--- src/rtl/pipe_adder_pkg.sv ---
// Shared elaboration-time helpers for the pipelined adder/subtractor.
package pipe_adder_pkg;

  function automatic int unsigned num_stages(input int unsigned width, input int unsigned chunk);
    return width / chunk;
  endfunction

  function automatic bit chunk_ok(input int unsigned width, input int unsigned chunk);
    return (chunk != 0) && (width >= chunk) && ((width % chunk) == 0);
  endfunction

endpackage

--- src/rtl/adder_slice.sv ---
// Combinational CHUNK-bit add with carry in/out; cmsb is the carry into the top bit.
module adder_slice #(
  parameter int unsigned CHUNK = 8
) (
  input  logic [CHUNK-1:0] a,
  input  logic [CHUNK-1:0] b,
  input  logic             ci,
  output logic [CHUNK-1:0] s,
  output logic             co,
  output logic             cmsb
);

  assign {co, s} = {1'b0, a} + {1'b0, b} + {{CHUNK{1'b0}}, ci};
  // Carry into the MSB recovered from the MSB sum bit: s = a ^ b ^ c_in.
  assign cmsb    = a[CHUNK-1] ^ b[CHUNK-1] ^ s[CHUNK-1];

endmodule

--- src/rtl/pipe_adder.sv ---
// Pipelined carry-chained adder/subtractor: one CHUNK-bit slice per stage,
// operand skew and result deskew carried inside the pipeline registers.
module pipe_adder
  import pipe_adder_pkg::*;
#(
  parameter int unsigned WIDTH = 32,
  parameter int unsigned CHUNK = 8
) (
  input  logic             clk,
  input  logic             rst,
  input  logic             ce,
  input  logic             in_valid,
  input  logic [WIDTH-1:0] a,
  input  logic [WIDTH-1:0] b,
  input  logic             cin,
  input  logic             sub,
  output logic [WIDTH-1:0] s,
  output logic             cout,
  output logic             ovf,
  output logic             out_valid
);

  localparam int unsigned N = num_stages(WIDTH, CHUNK);

  if (!chunk_ok(WIDTH, CHUNK)) begin : g_bad_cfg
    $error("pipe_adder: WIDTH must be a nonzero multiple of CHUNK");
  end

  // Index k holds the state registered by stage k (0 = operand capture).
  logic [WIDTH-1:0] a_r  [0:N];
  logic [WIDTH-1:0] bx_r [0:N];
  logic [WIDTH-1:0] s_r  [0:N];
  logic             c_r  [0:N];
  logic [CHUNK-1:0] sum_w [0:N-1];
  logic             co_w  [0:N-1];
  logic             cm_w  [0:N-1];
  logic [N:0]       v_r;
  logic             ovf_r;

  always_ff @(posedge clk) begin
    if (rst) begin
      a_r[0]  <= '0;
      bx_r[0] <= '0;
      s_r[0]  <= '0;
      c_r[0]  <= 1'b0;
      v_r     <= '0;
    end else if (ce) begin
      a_r[0]  <= a;
      bx_r[0] <= sub ? ~b : b;
      s_r[0]  <= '0;
      c_r[0]  <= cin ^ sub;
      v_r     <= {v_r[N-1:0], in_valid};
    end
  end

  for (genvar g = 0; g < N; g++) begin : g_stage
    adder_slice #(.CHUNK(CHUNK)) u_slice (
      .a    (a_r[g][g*CHUNK +: CHUNK]),
      .b    (bx_r[g][g*CHUNK +: CHUNK]),
      .ci   (c_r[g]),
      .s    (sum_w[g]),
      .co   (co_w[g]),
      .cmsb (cm_w[g])
    );

    always_ff @(posedge clk) begin
      if (rst) begin
        a_r[g+1]  <= '0;
        bx_r[g+1] <= '0;
        s_r[g+1]  <= '0;
        c_r[g+1]  <= 1'b0;
      end else if (ce) begin
        a_r[g+1]  <= a_r[g];
        bx_r[g+1] <= bx_r[g];
        // Lower slices ride along; this stage overwrites only its own slice.
        s_r[g+1]                   <= s_r[g];
        s_r[g+1][g*CHUNK +: CHUNK] <= sum_w[g];
        c_r[g+1]  <= co_w[g];
      end
    end
  end

  always_ff @(posedge clk) begin
    if (rst) begin
      ovf_r <= 1'b0;
    end else if (ce) begin
      ovf_r <= cm_w[N-1] ^ co_w[N-1];
    end
  end

  assign s         = s_r[N];
  assign cout      = c_r[N];
  assign ovf       = ovf_r;
  assign out_valid = v_r[N];

endmodule

--- config.mk ---
export PLATFORM = sky130hd
export DESIGN_NAME = pipe_adder
export DESIGN_NICKNAME = d
export VERILOG_FILES = /design/src/rtl/pipe_adder_pkg.sv /design/src/rtl/adder_slice.sv /design/src/rtl/pipe_adder.sv
export SDC_FILE = /design/constraint.sdc
export NUM_CORES = 1
export LEC_CHECK = 0
export BUFFER_PORTS_ARGS = -buffer_cell sky130_fd_sc_hd__buf_4
export CORE_MARGIN = 10
export CORE_UTILIZATION = 60
export CTS_CLUSTER_DIAMETER = 120
export DETAILED_ROUTE_END_ITERATION = 12
export PLACE_DENSITY_LB_ADDON = 0.15
export RECOVER_POWER = 100
export SKIP_CTS_REPAIR_TIMING = 1
export SLEW_MARGIN = 15
export SYNTH_ARGS = -nofsm -noshare
export SYNTH_HDL_FRONTEND = slang
export SYNTH_SLANG_ARGS = --single-unit
--- constraint.sdc ---
create_clock -name clk -period 6.47 [get_ports clk]
set_clock_uncertainty 0.05 [all_clocks]
set_input_delay 0.3235 -clock clk [delete_from_list [all_inputs] [get_ports clk]]
set_output_delay 0.3235 -clock clk [all_outputs]
set_load 0.05 [all_outputs]
Yosys cells after proc, flatten, opt, wreduce, memory -nomap -nowiden
Memories as Yosys holds them, arrays and structs flattened. Cells that the tools add are included.

Register bits after elaboration: 6. RAM bits: 485. Input port bits: 70. Output and inout bits: 35. Word-level logic and storage cells: 73. Memories kept: 4.

Memory list: a_r (depth 5, width 32, rd ports 4, clocked after memory_dff 0, write ports 5, line pipe_adder.sv:30) `logic [WIDTH-1:0] a_r [0:N];`; bx_r (depth 5, width 32, rd ports 4, clocked after memory_dff 0, write ports 5, line pipe_adder.sv:31) `logic [WIDTH-1:0] bx_r [0:N];`; s_r (depth 5, width 32, rd ports 5, clocked after memory_dff 0, write ports 5, line pipe_adder.sv:32) `logic [WIDTH-1:0] s_r [0:N];`; c_r (depth 5, width 1, rd ports 5, clocked after memory_dff 0, write ports 5, line pipe_adder.sv:33) `logic c_r [0:N];`.

Add/subtract/negate cells: 8. Mux-type cells: 30. Bitwise logic cells: 29.

Operators by type and width (number): 2-to-1 mux 32 bit (16); adder 8 x 8 -> 9 bit (4); adder 9 x 1 -> 9 bit (4); 2-to-1 mux 8 bit (4); inverter 32 bit (1); bitwise OR 1 bit (24); 2-to-1 mux 1 bit (10); XOR 1 bit (4).

Logic depth before layout (Yosys ltp)
Gate-level depths: netlist of run 1.

Word-level depth: 5. Mapped depth: 8. Gate-level depth less buffers: 8.

Cells and area by module
From an unflattened synthesis of run 1, not the netlist that was laid out.

Cell total of the unflattened synthesis: 754. Area total of the unflattened synthesis: 10904.2 um^2.

By module, submodules not included: pipe_adder (instances 1, cells each 578, area each 9510.4 um^2, seq. area each 7477.2 um^2); adder_slice at g_stage[0].u_slice ... (instances 3, cells each 43, area each 345.3 um^2, seq. area each 0.0 um^2); adder_slice at g_stage[3].u_slice (instances 1, cells each 47, area each 357.8 um^2, seq. area each 0.0 um^2).

Least setup slack after synthesis of run 1
OpenSTA, ideal clock, no wires.

Kind: in2reg. Start: in ce. End: mem a_r[0][0], enable pin. Setup time: 0.505 ns. Arrival time: 3.455 ns. Data required time: 5.915 ns. Path slack: 2.460 ns. Stages: 2. Path buffers: 1. Cells stage by stage: buf_4 > or2_2.

RTL lines: start: declaration (line pipe_adder.sv:11) `input logic ce,`; end: declaration (line pipe_adder.sv:30).

==> results by group, run 1 <==
Outcome
  – Run status: complete, but fails checks
  – Failing checks: capacitance limit, slew limit

Timing
  – Post-route worst setup slack: 2.94 ns
  – Relative max-transition margin: -97.5%
  – # setup viols final: 0
  – Final Critical Period: 3.53 ns
  – Setup TNS: 0 ns
  – Final slew viol count: 100
  – Hold Vio Cnt, Final: 0
  – RSZ-0062 raised after global routing: no
  – Fin crit share: 54.6%
  – Worst Max-Slew Pin Slew: just under 3 ns
  – Fmax: 283 MHz

Final layout
  – Final Net Count: 948
  – Layout cell share with drive strength beyond 1: 12.3%
  – # diodes: 0
  – Sequential cell area: 7480 um2
  – Fill cells: around 1,200
  – Area grow syn2layout: 14.9%
  – Area of the multi-input gates: 2980 um2
  – Final Util: 70.7%
  – Fin area: 12,300 um2

Clock network
  – TritonCTS Buffers: 26
  – H-tree depth: 1
  – Clock sink count: 251
  – CTS tree: built
  – Clk buf depth: 3
  – Clk slew on worst S/H paths: ~0.06 ns
  – Clk_lat worst skew: around 0.51 ns
  – Clock Tree Root: clkbuf_16

Synth
  – Synthesized area per cell: 14.5 um2
  – Syn nets: 845
  – Synth cell types: 35
  – Synth area leaders: edfxtp_1 (69%), and2_1 (11%), ha_1 (3.3%)
  – Ys async rst share: 0%
  – FF+latch count, synth: 251
  – Post-synth EDFFs: roughly 250
  – Yosys top cell area share: 68.9%
  – Mapped Area: 10,700 um2
  – Dominant synthesized flop cell: edfxtp_1
  – Yosys warns: 0
  – Cell count after synthesis: roughly 740
  – Area leader, netlist: edfxtp_1
  – Sequential area share after synthesis: 70.0%

Global route
  – Number of global-route vias before repair: 5,779
  – Initial antenna violation count: 0
  – GRT overflow: 0
  – GRT Total Usage: 14.0%
  – Largest net degree at the start of global routing: 199
  – First-pass GRT wire length: roughly 28 mm

Detailed routing
  – Vias: approximately 5,600
  – Antenna-violating nets left: 0
  – Per-cell routed wire length: approximately 16 um
  – DR vias/cell: 5.12
  – 1st-iter DRT viols: around 350
  – Post-Route WL: 16.9 mm
  – DR DRC count: 0
  – Drt first pass iters: 4

Power and ir drop
  – Total power: ~3600 uW
  – P_leak: 0.00474 uW
  – VDD IR max: 0.000215 V
  – Pwr Density: 292 nW/um2

Floorplanning
  – Core area: 17,400 um2
  – Die area: 23,500 um2
  – Die height: 153 um
  – Initial Util: 61.5%
  – Die W: 153 um
  – Row count: 48
  – Io pins: 105

Placement
  – Dpl cell area: between 10,000 and 15,000 um2
  – GPL Wtd Cong: 0.852
  – Setup slack at placement: 4.08 ns
  – Post-DP HPWL: 10.7 mm
  – Port bufs: 104

Worst setup path
  – Startpoint Class: input pin
  – CP max FO: 59
  – Setup crit end kind: register
  – Critical Path AT: approximately 3.7 ns
  – CP required: 6.69 ns
  – Worst Setup Path Type: in -> reg

Flow run
  – Max-cap violations: 2

Worst hold path
  – Hold crit path type: in -> reg
[metrics by stage]
step / std cells / hold WS [ns]
after floorplan: 739 / 0.346
after global placement: 1038 / 0.422
after detailed placement: 1038 / 0.444
after CTS: 1085 / -0.0331
after global routing: 1086 / 0.0160
final: 1086 / 0.00186
[cell usage in the layout, fill, tap and decap left out, types with 2 or more instances in the layout]
master | synthesis | routed
a21boi_0 | 3 | 3
o21a_1 | 9 | 9
o211ai_1 | 4 | 4
clkinv_1 | 0 | 2
dfxtp_1 | 6 | 6
nor2b_1 | 4 | 4
a21o_1 | 3 | 3
inv_1 | 22 | 22
clkbuf_16 | 0 | 27
xor2_1 | 5 | 5
ha_1 | 28 | 28
fa_1 | 8 | 8
nand2_1 | 11 | 11
nand2b_1 | 4 | 3
nor3_1 | 9 | 9
and2_1 | 180 | 99
mux2i_1 | 8 | 8
edfxtp_1 | 245 | 245
a211oi_1 | 6 | 6
xnor2_1 | 37 | 37
o21ai_0 | 13 | 13
buf_4 | 3 | 68
a21oi_1 | 14 | 14
buf_12 | 0 | 2
o31a_1 | 6 | 6
o21ai_1 | 3 | 3
and2_0 | 0 | 81
clkbuf_1 | 21 | 53
nor2_1 | 70 | 70
[logic make-up (layout without fill, tap and decap cells)]
logic type / count (synthesis) / in the layout / share of synthesized area (%)
compound gates: 65 / 65 / 4.25
xor+xnor: 42 / 42 / 3.44
fa+ha+maj: 36 / 36 / 4.78
buf+inv: 55 / 177 / 2.14
flops: 251 / 251 / 70.0
mux: 8 / 8 / 0.750
simple gates: 282 / 282 / 14.6
[sequential cells by signal, summed over array words and instances (netlist names)]
register	cells
s_r	80
a_r	80
v_r	5
ovf	1
c_r	5
bx_r	80
[synth_stat cells (9+ instances only)]
| cell | count |
|---|---|
| a21oi_1 | 14 |
| and2_1 | 180 |
| clkbuf_1 | 21 |
| edfxtp_1 | 245 |
| ha_1 | 28 |
| inv_1 | 22 |
| nand2_1 | 11 |
| nor2_1 | 70 |
| nor3_1 | 9 |
| o21a_1 | 9 |
| o21ai_0 | 13 |
| xnor2_1 | 37 |
[area by class of cell]
type / instances / share of cell area (%)
clock buffers: 43 / 5.99
clock inverters: 4 / 0.173
well taps: 225 / 2.29
inverters: 22 / 0.673
multi-input cells: 433 / 24.3
repair buffers: 108 / 5.70
flip-flops and latches: 251 / 60.9
[layer usage]
metal	share of wire, %	wire [um]	track usage, %
met5	0	0	0
met2	52	8840	25.3
met3	4.9	836	3.34
met1	41	6960	16.4
met4	1.5	255	3.73
[report_power, final]
group          switching (uW)  leakage, uW  total (uW)  internal, uW
Sequential               31.3      0.00274        1950          1910
Clock                     554     0.000363        1320           771
Combinational             199      0.00164         321           121
Total                     784      0.00474        3590          2810
[path summary, 6_finish.rpt]
path | start | to | slack (ns) | depth (start not counted)
worst max-delay path | rst | c_r[3]$_DFFE_PP_ | 2.94 | 6
worst min-delay path | in_valid | v_r[0]$_SDFFE_PP0P_ | 0.002 | 3
worst max register to register | c_r[3]$_DFFE_PP_ | s_r[4][30]$_SDFFCE_PN0P_ | 4.04 | 8
worst min register to register | v_r[2]$_SDFFE_PP0P_ | v_r[2]$_SDFFE_PP0P_ | 0.45 | 2
[worst max-delay path: stages]
cell           delay (ns)
dlygate4sd3_1        0.52
clkbuf_1             0.26
nand2b_2             0.17
clkbuf_1             2.09
nor2_1               0.16
o31a_1               0.21
(Power assumes the default switching activity.)
==> run 2, diff against run 1 <==
--- a/config.mk
+++ b/config.mk
@@ -5,9 +5,10 @@
 export SDC_FILE = /design/constraint.sdc
 export NUM_CORES = 1
 export LEC_CHECK = 0
+export ABC_AREA = 1
 export BUFFER_PORTS_ARGS = -buffer_cell sky130_fd_sc_hd__buf_4
 export CORE_MARGIN = 10
-export CORE_UTILIZATION = 60
+export CORE_UTILIZATION = 53
 export CTS_CLUSTER_DIAMETER = 120
 export DETAILED_ROUTE_END_ITERATION = 12
 export PLACE_DENSITY_LB_ADDON = 0.15
==> constraint.sdc (replaced) <==
create_clock -name clk -period 3.05 [get_ports clk]
set_clock_uncertainty 0.05 [all_clocks]
set_input_delay 0.1525 -clock clk [delete_from_list [all_inputs] [get_ports clk]]
set_output_delay 0.1525 -clock clk [all_outputs]
set_load 0.05 [all_outputs]
==> results by group, run 2 <==
Power and ir drop
  – Cell internal pwr: 6460 uW
  – Register share of total power: between 40% and 50%
  – Comb power frac: 9.7%
  – VDD IR max: ~0.00047 V
  – Pwr Density: 614 nW/um2
  – Clock power frac: ~41%
  – Sw Share: a little over a fifth
  – P_sw: 1810 uW
  – P_leak: approximately 0.0058 uW

Worst setup path
  – Setup crit end kind: register
  – CP max stage cell: clkinvlp_4
  – CP required: 3.15 ns
  – Critical Path AT: 2.31 ns
  – Worst Setup Path Type: in -> reg
  – Cell breakdown of the critical path: dlygate4sd3_1, clkbuf_1, nor2_1, clkinvlp_4, clkbuf_2
  – Startpoint Class: input pin
  – Max stage delay on crit path: 0.61 ns
  – CP max FO: 29

Final layout
  – Post-Layout Cell Count: approximately 1,500
  – # diodes: 0
  – Layout cell share with drive strength beyond 1: ~9.8%
  – Final Net Count: 1,267
  – Final Util: between 60 and 70%
  – Top Registers: a_r x80, bx_r x80, s_r x80
  – Commonest non-fill, non-tap cell in the layout: edfxtp_1
  – Area grow syn2layout: 22.6%
  – Area of the multi-input gates: 2450 um2
  – Commonest cells after routing, fill and taps aside: edfxtp_1 (245), nor2_1 (243), inv_1 (231), buf_4 (70), dlygate4sd3_1 (67)
  – Fill cells: 1,570
  – Sequential cell area: 7480 um2

Floorplanning
  – Die W: 164 um
  – Die area: 26,900 um2
  – Row count: 52
  – Core area: a little over 20,000 um2
  – Io pins: 105
  – Initial Util: between 50% and 60%
  – Die height: between 150 and 200 um

Clock network
  – Clk_lat worst skew: 0.51 ns
  – TritonCTS Buffers: 26
  – H-tree depth: 1
  – Clk buf depth: 3
  – CTS tree: built
  – Clock Tree Root: clkbuf_16
  – Clk slew on worst S/H paths: roughly 0.06 ns
  – Clock sink count: 251

Timing
  – Hold Vio Cnt, Final: 0
  – Relative max-transition margin: between 40% and 50%
  – Hold Slack: 0.0476 ns
  – Final Critical Period: 2.21 ns
  – Final slew viol count: 0
  – Worst Max-Slew Pin Slew: 0.871 ns
  – RSZ-0062 raised after global routing: no
  – # setup viols final: 0
  – Fin crit share: 72.5%
  – Fmax: 452 MHz

Detailed routing
  – 1st-iter DRT viols: about 430
  – Drt first pass iters: 5
  – Antenna-violating nets left: 0
  – Per-cell routed wire length: 12.3 um
  – DR vias/cell: 4.56
  – DR DRC count: 0
  – Vias: 6,619
  – Post-Route WL: 17.8 mm

Synth
  – Cell count after synthesis: roughly 980
  – Post-Synth XOR/XNOR Area: around 2.7%
  – Ys async rst share: 0%
  – Synth Area in Simple Gates: between 10% and 20%
  – Post-synth top cells: edfxtp_1 (245), nor2_1 (242), inv_1 (232)
  – Yosys warns: 0
  – Post-Synth Adder-Cell Area: under 10%
  – Synthesized area per cell: 11.2 um2
  – FF+latch count, synth: 251
  – Syn nets: approximately 1,100
  – Synth area leaders: edfxtp_1 (67%), nor2_1 (8.3%), inv_1 (7.9%)
  – Synth cell types: 26
  – Combinational family with the most area after synthesis: simple AND/OR/NAND/NOR gates
  – Sequential area share after synthesis: around 68%
  – Mapped Area: 11,000 um2
  – Area leader, netlist: edfxtp_1
  – Dominant synthesized flop cell: edfxtp_1
  – Compound-gate portion of the synthesized area: 3.09%
  – Count leader, synth: edfxtp_1
  – Post-synthesis mux area share: 0%
  – Post-synth EDFFs: between 200 and 250
  – Yosys top cell area share: 66.9%

Global route
  – First-pass GRT wire length: 28.4 mm
  – GRT Total Usage: 12.7%
  – Initial antenna violation count: 0
  – GRT overflow: 0
  – Largest net degree at the start of global routing: 89
  – Number of global-route vias before repair: 6,109

Flow run
  – Max-cap violations: 0

Worst hold path
  – Hold crit path type: in -> reg

Placement
  – GPL Wtd Cong: 0.810
  – Port bufs: 104
  – Placed Cells: approximately 1,300
  – Post-DP HPWL: 10.8 mm

Outcome
  – Run status: complete, no violations
[run 2: cell count changes in the layout (fill, tap and decap cells not counted), moves of 26 or more]
cell	change
and2_0	-81
nand2_1	+55
nor2_1	+173
and2_1	-99
inv_1	+209
a21oi_1	+26
dlygate4sd3_1	+66
[run 2: through the flow]
| stage | setup TNS (ns) | setup WS (ns) | instance area [um2] | total power [uW] |
|---|---|---|---|---|
| after floorplan | -338.26 | -1.36 | 11000 | 4740 |
| after global placement | 0 | 1.08 | 12100 | 4940 |
| after detailed placement | 0 | 1.04 | 12100 | 4960 |
| after CTS | 0 | 1.03 | 13000 | 8320 |
| after global routing | 0 | 0.630 | 13500 | 8620 |
| final | 0 | 0.837 | 13500 | 8270 |
[run 2: path summary, 6_finish.rpt]
| check | endpoint | cells past startpoint | startpoint | slack [ns] |
|---|---|---|---|---|
| max | bx_r[3][31]$_SDFFCE_PN0P_ | 5 | ce | 0.84 |
| min | c_r[0]$_DFFE_PP_ | 3 | cin | 0.05 |
| max reg2reg | s_r[4][30]$_SDFFCE_PN0P_ | 10 | c_r[3]$_DFFE_PP_ | 1.05 |
| min reg2reg | v_r[3]$_SDFFE_PP0P_ | 2 | v_r[2]$_SDFFE_PP0P_ | 0.42 |
[run 2: kinds of logic (layout without fill, tap and decap cells)]
group	after synthesis	in the layout
AND/OR/NAND/NOR	335	335
buffers and inverters	263	461
flip-flops	251	251
AO/OA/AOI/OAI	64	64
adder cells (fa/ha/maj)	36	36
XOR/XNOR	34	34
[run 2: power by group through the flow]
stage          clock network [uW]  logic, uW  registers (uW)
2_1_floorplan                   0        429            4310
5_1_grt                      3580        903            4140
4_1_cts                      3430        773            4120
6_report                     3360        803            4110
3_3_place_gp                    0        752            4180
3_5_place_dp                    0        768            4190
[run 2: final cells by class]
cell class                 count  share of cell area (%)
clock buffer                  30                    5.10
clock inverter                18                    1.75
inverter                     233                    6.55
multi-input combinational    469                    18.2
sequential                   251                    55.5
tap                          270                    2.51
timing repair buffer         180                    10.5
[run 2: routing by layer]
metal	global-route usage, %	vias up	wire [um]
li1	-	3449	-
met1	15.5	3004	7320
met2	22.3	147	9320
met3	2.48	19	907
met4	3.70	0	258
met5	0	-	0
[run 2: critical path: cells and delay by family]
kind | cells | cell delay (ns)
buf+inv | 4 | 1.80
simple gates | 1 | 0.33
==> run 3, diff against run 2 <==
==> constraint.sdc (replaced) <==
create_clock -name clk -period 1.85 [get_ports clk]
set_clock_uncertainty 0.05 [all_clocks]
set_input_delay 0.0925 -clock clk [delete_from_list [all_inputs] [get_ports clk]]
set_output_delay 0.0925 -clock clk [all_outputs]
set_load 0.05 [all_outputs]
==> results by group, run 3 (synthesis gave the netlist of run 2 again) <==
Power and ir drop
  – Clock power frac: between 30% and 40%
  – Sw Share: 22.7%
  – Comb power frac: 10.5%
  – P_sw: 3010 uW
  – P_leak: 0.00586 uW
  – Cell internal pwr: between 10,000 and 15,000 uW
  – VDD IR max: 0.000856 V
  – Pwr Density: around 980 nW/um2
  – Register share of total power: 51.1%

Timing
  – Final Critical Period: 1.89 ns
  – RSZ-0062 raised after global routing: yes
  – Relative max-transition margin: 54.2%
  – Post-route worst setup slack: -0.0398 ns
  – Final slew viol count: 0
  – Hold Slack: 0.0401 ns
  – Worst Max-Slew Pin Slew: just under 0.7 ns
  – Fmax: 529 MHz
  – Fin crit share: 102%
  – # setup viols final: 4
  – Hold Vio Cnt, Final: 0

Worst hold path
  – Hold crit path type: in -> reg
  – Worst hold path depth: 3
  – Hold Path Sink: c_r[0]$_DFFE_PP_
  – HP Start: cin

Detailed routing
  – Drt first pass iters: 5
  – Met2 routed WL: 10.3 mm
  – Post-Route WL: 18.9 mm
  – Metal-1 WL: ~7.4 mm
  – Top routing layer in use: met4
  – DR WL met3: ~840 um
  – Vias: 6,777
  – Antenna-violating nets left: 0
  – Per-cell routed wire length: 12.9 um
  – DR vias/cell: about 4.6
  – 1st-iter DRT viols: 335
  – DR DRC count: 0

Final layout
  – Post-Layout Cell Count: between 1,000 and 1,500
  – Area grow syn2layout: 23.7%
  – Fill cells: 1,578
  – Commonest non-fill, non-tap cell in the layout: edfxtp_1
  – Top Registers: a_r x80, bx_r x80, s_r x80
  – # diodes: 0
  – Fin area: 13,600 um2
  – Layout cell share with drive strength beyond 1: 13.2%
  – Commonest cells after routing, fill and taps aside: edfxtp_1 (245), nor2_1 (240), inv_1 (224), buf_4 (74), dlygate4sd3_1 (67)
  – Final Net Count: 1,278

Global route
  – Number of global-route vias before repair: approximately 6,300
  – Largest net degree at the start of global routing: 68
  – Initial antenna violation count: 0
  – First-pass GRT wire length: 28.9 mm
  – GRT Total Usage: 13.0%
  – GRT overflow: 0

Flow run
  – Max-cap violations: 0

Placement
  – Dpl cell area: 12,200 um2
  – Port bufs: 104
  – GPL Wtd Cong: 0.789
  – Post-DP HPWL: 11.7 mm
  – Placed Cells: 1,343
  – Setup slack at placement: -0.110 ns

Outcome
  – Failing checks: setup timing
  – Run status: complete, but fails checks

Floorplanning
  – Row count: between 50 and 60
  – Die W: 164 um
  – Initial Util: between 50 and 60%
  – Io pins: 105
  – Die area: 26,900 um2
  – Die height: 164 um
  – Core area: roughly 20,000 um2

Clock network
  – H-tree depth: 1
  – Clk slew on worst S/H paths: 0.06 ns
  – Clk_lat worst skew: a little over 0.5 ns
  – Clock Tree Root: clkbuf_16
  – CTS tree: built
  – TritonCTS Buffers: 26
  – Clock sink count: about 250
  – Clk buf depth: 3

Worst setup path
  – CP max FO: 5
  – Setup crit end kind: register
  – RR Endpoint: s_r[4][30]$_SDFFCE_PN0P_
  – CP required: between 2 and 2.5 ns
  – Reg2Reg Depth: 10
  – Critical Path AT: 2.11 ns
  – R2R Setup Slk: -0.04 ns
  – RR Startpoint: bx_r[3][24]$_SDFFCE_PN0P_
  – Worst Setup Path Type: reg -> reg
  – Startpoint Class: register
==> run 3: cell types whose count changed in the layout (fill, tap and decap cells not counted), sizes merged <==
cell    previous run  this run
inv              232       231
buf               73        79
bufinv             6         3
clkbuf            70        79
==> run 3: worst max path at each step <==
stage | startpoint | endpoint | slack [ns] | cells after the start
after CTS | c_r[3]$_DFFE_PP_ | s_r[4][30]$_SDFFCE_PN0P_ | -0.12 | 10
after detailed placement | c_r[3]$_DFFE_PP_ | s_r[4][30]$_SDFFCE_PN0P_ | -0.11 | 10
final | bx_r[3][24]$_SDFFCE_PN0P_ | s_r[4][30]$_SDFFCE_PN0P_ | -0.04 | 10
after global placement | c_r[3]$_DFFE_PP_ | s_r[4][30]$_SDFFCE_PN0P_ | -0.07 | 10
after floorplan | ce | a_r[0][0]$_SDFFCE_PN0P_ | -2.50 | 2
after global routing | bx_r[0][0]$_SDFFCE_PN0P_ | s_r[1][6]$_SDFFCE_PN0P_ | -0.13 | 10
==> run 3: routing by layer <==
metal	track usage, %	up-vias
met3	2.43	35
met1	14.5	3149
li1	-	3471
met4	4.06	0
met2	24.4	122
met5	0	-
==> run 3: worst max-delay path, stage by stage, from the launching register on <==
cell and delay (ns):
edfxtp_1 0.40, fa_2 0.42, inv_2 0.07, fa_2 0.21
inv_2 0.04, nand3_2 0.06, nand2_4 0.06, a21oi_2 0.16
nand2_1 0.07, nand2_1 0.05, nor2_1 0.05
==> run 3: power groups by stage <==
stage | Combinational, uW | Sequential [uW] | Clock [uW]
after global placement | 1270 | 6900 | 0
after global routing | 1560 | 6830 | 5450
after CTS | 1310 | 6800 | 5220
final | 1390 | 6790 | 5110
after detailed placement | 1300 | 6920 | 0
after floorplan | 709 | 7100 | 0
==> run 3: layout make-up <==
class | count | area (um2) | share of cell area, %
clock buffer | 34 | 702 | 5.16
clock inverter | 14 | 140 | 1.03
inverter | 233 | 881 | 6.48
multi-input combinational | 469 | 2560 | 18.8
sequential | 251 | 7480 | 55.0
tap | 270 | 338 | 2.48
timing repair buffer | 191 | 1500 | 11.0
==> run 3: per-stage QoR <==
step | total power [uW] | util (%) | setup TNS, ns
after floorplan | 7810 | - | -622.12
after global placement | 8170 | 59.9 | -0.0850
after detailed placement | 8210 | 59.9 | -0.277
final | 13300 | 67.0 | -0.0905
after CTS | 13300 | 64.1 | -0.410
after global routing | 13800 | 67.0 | -2.01
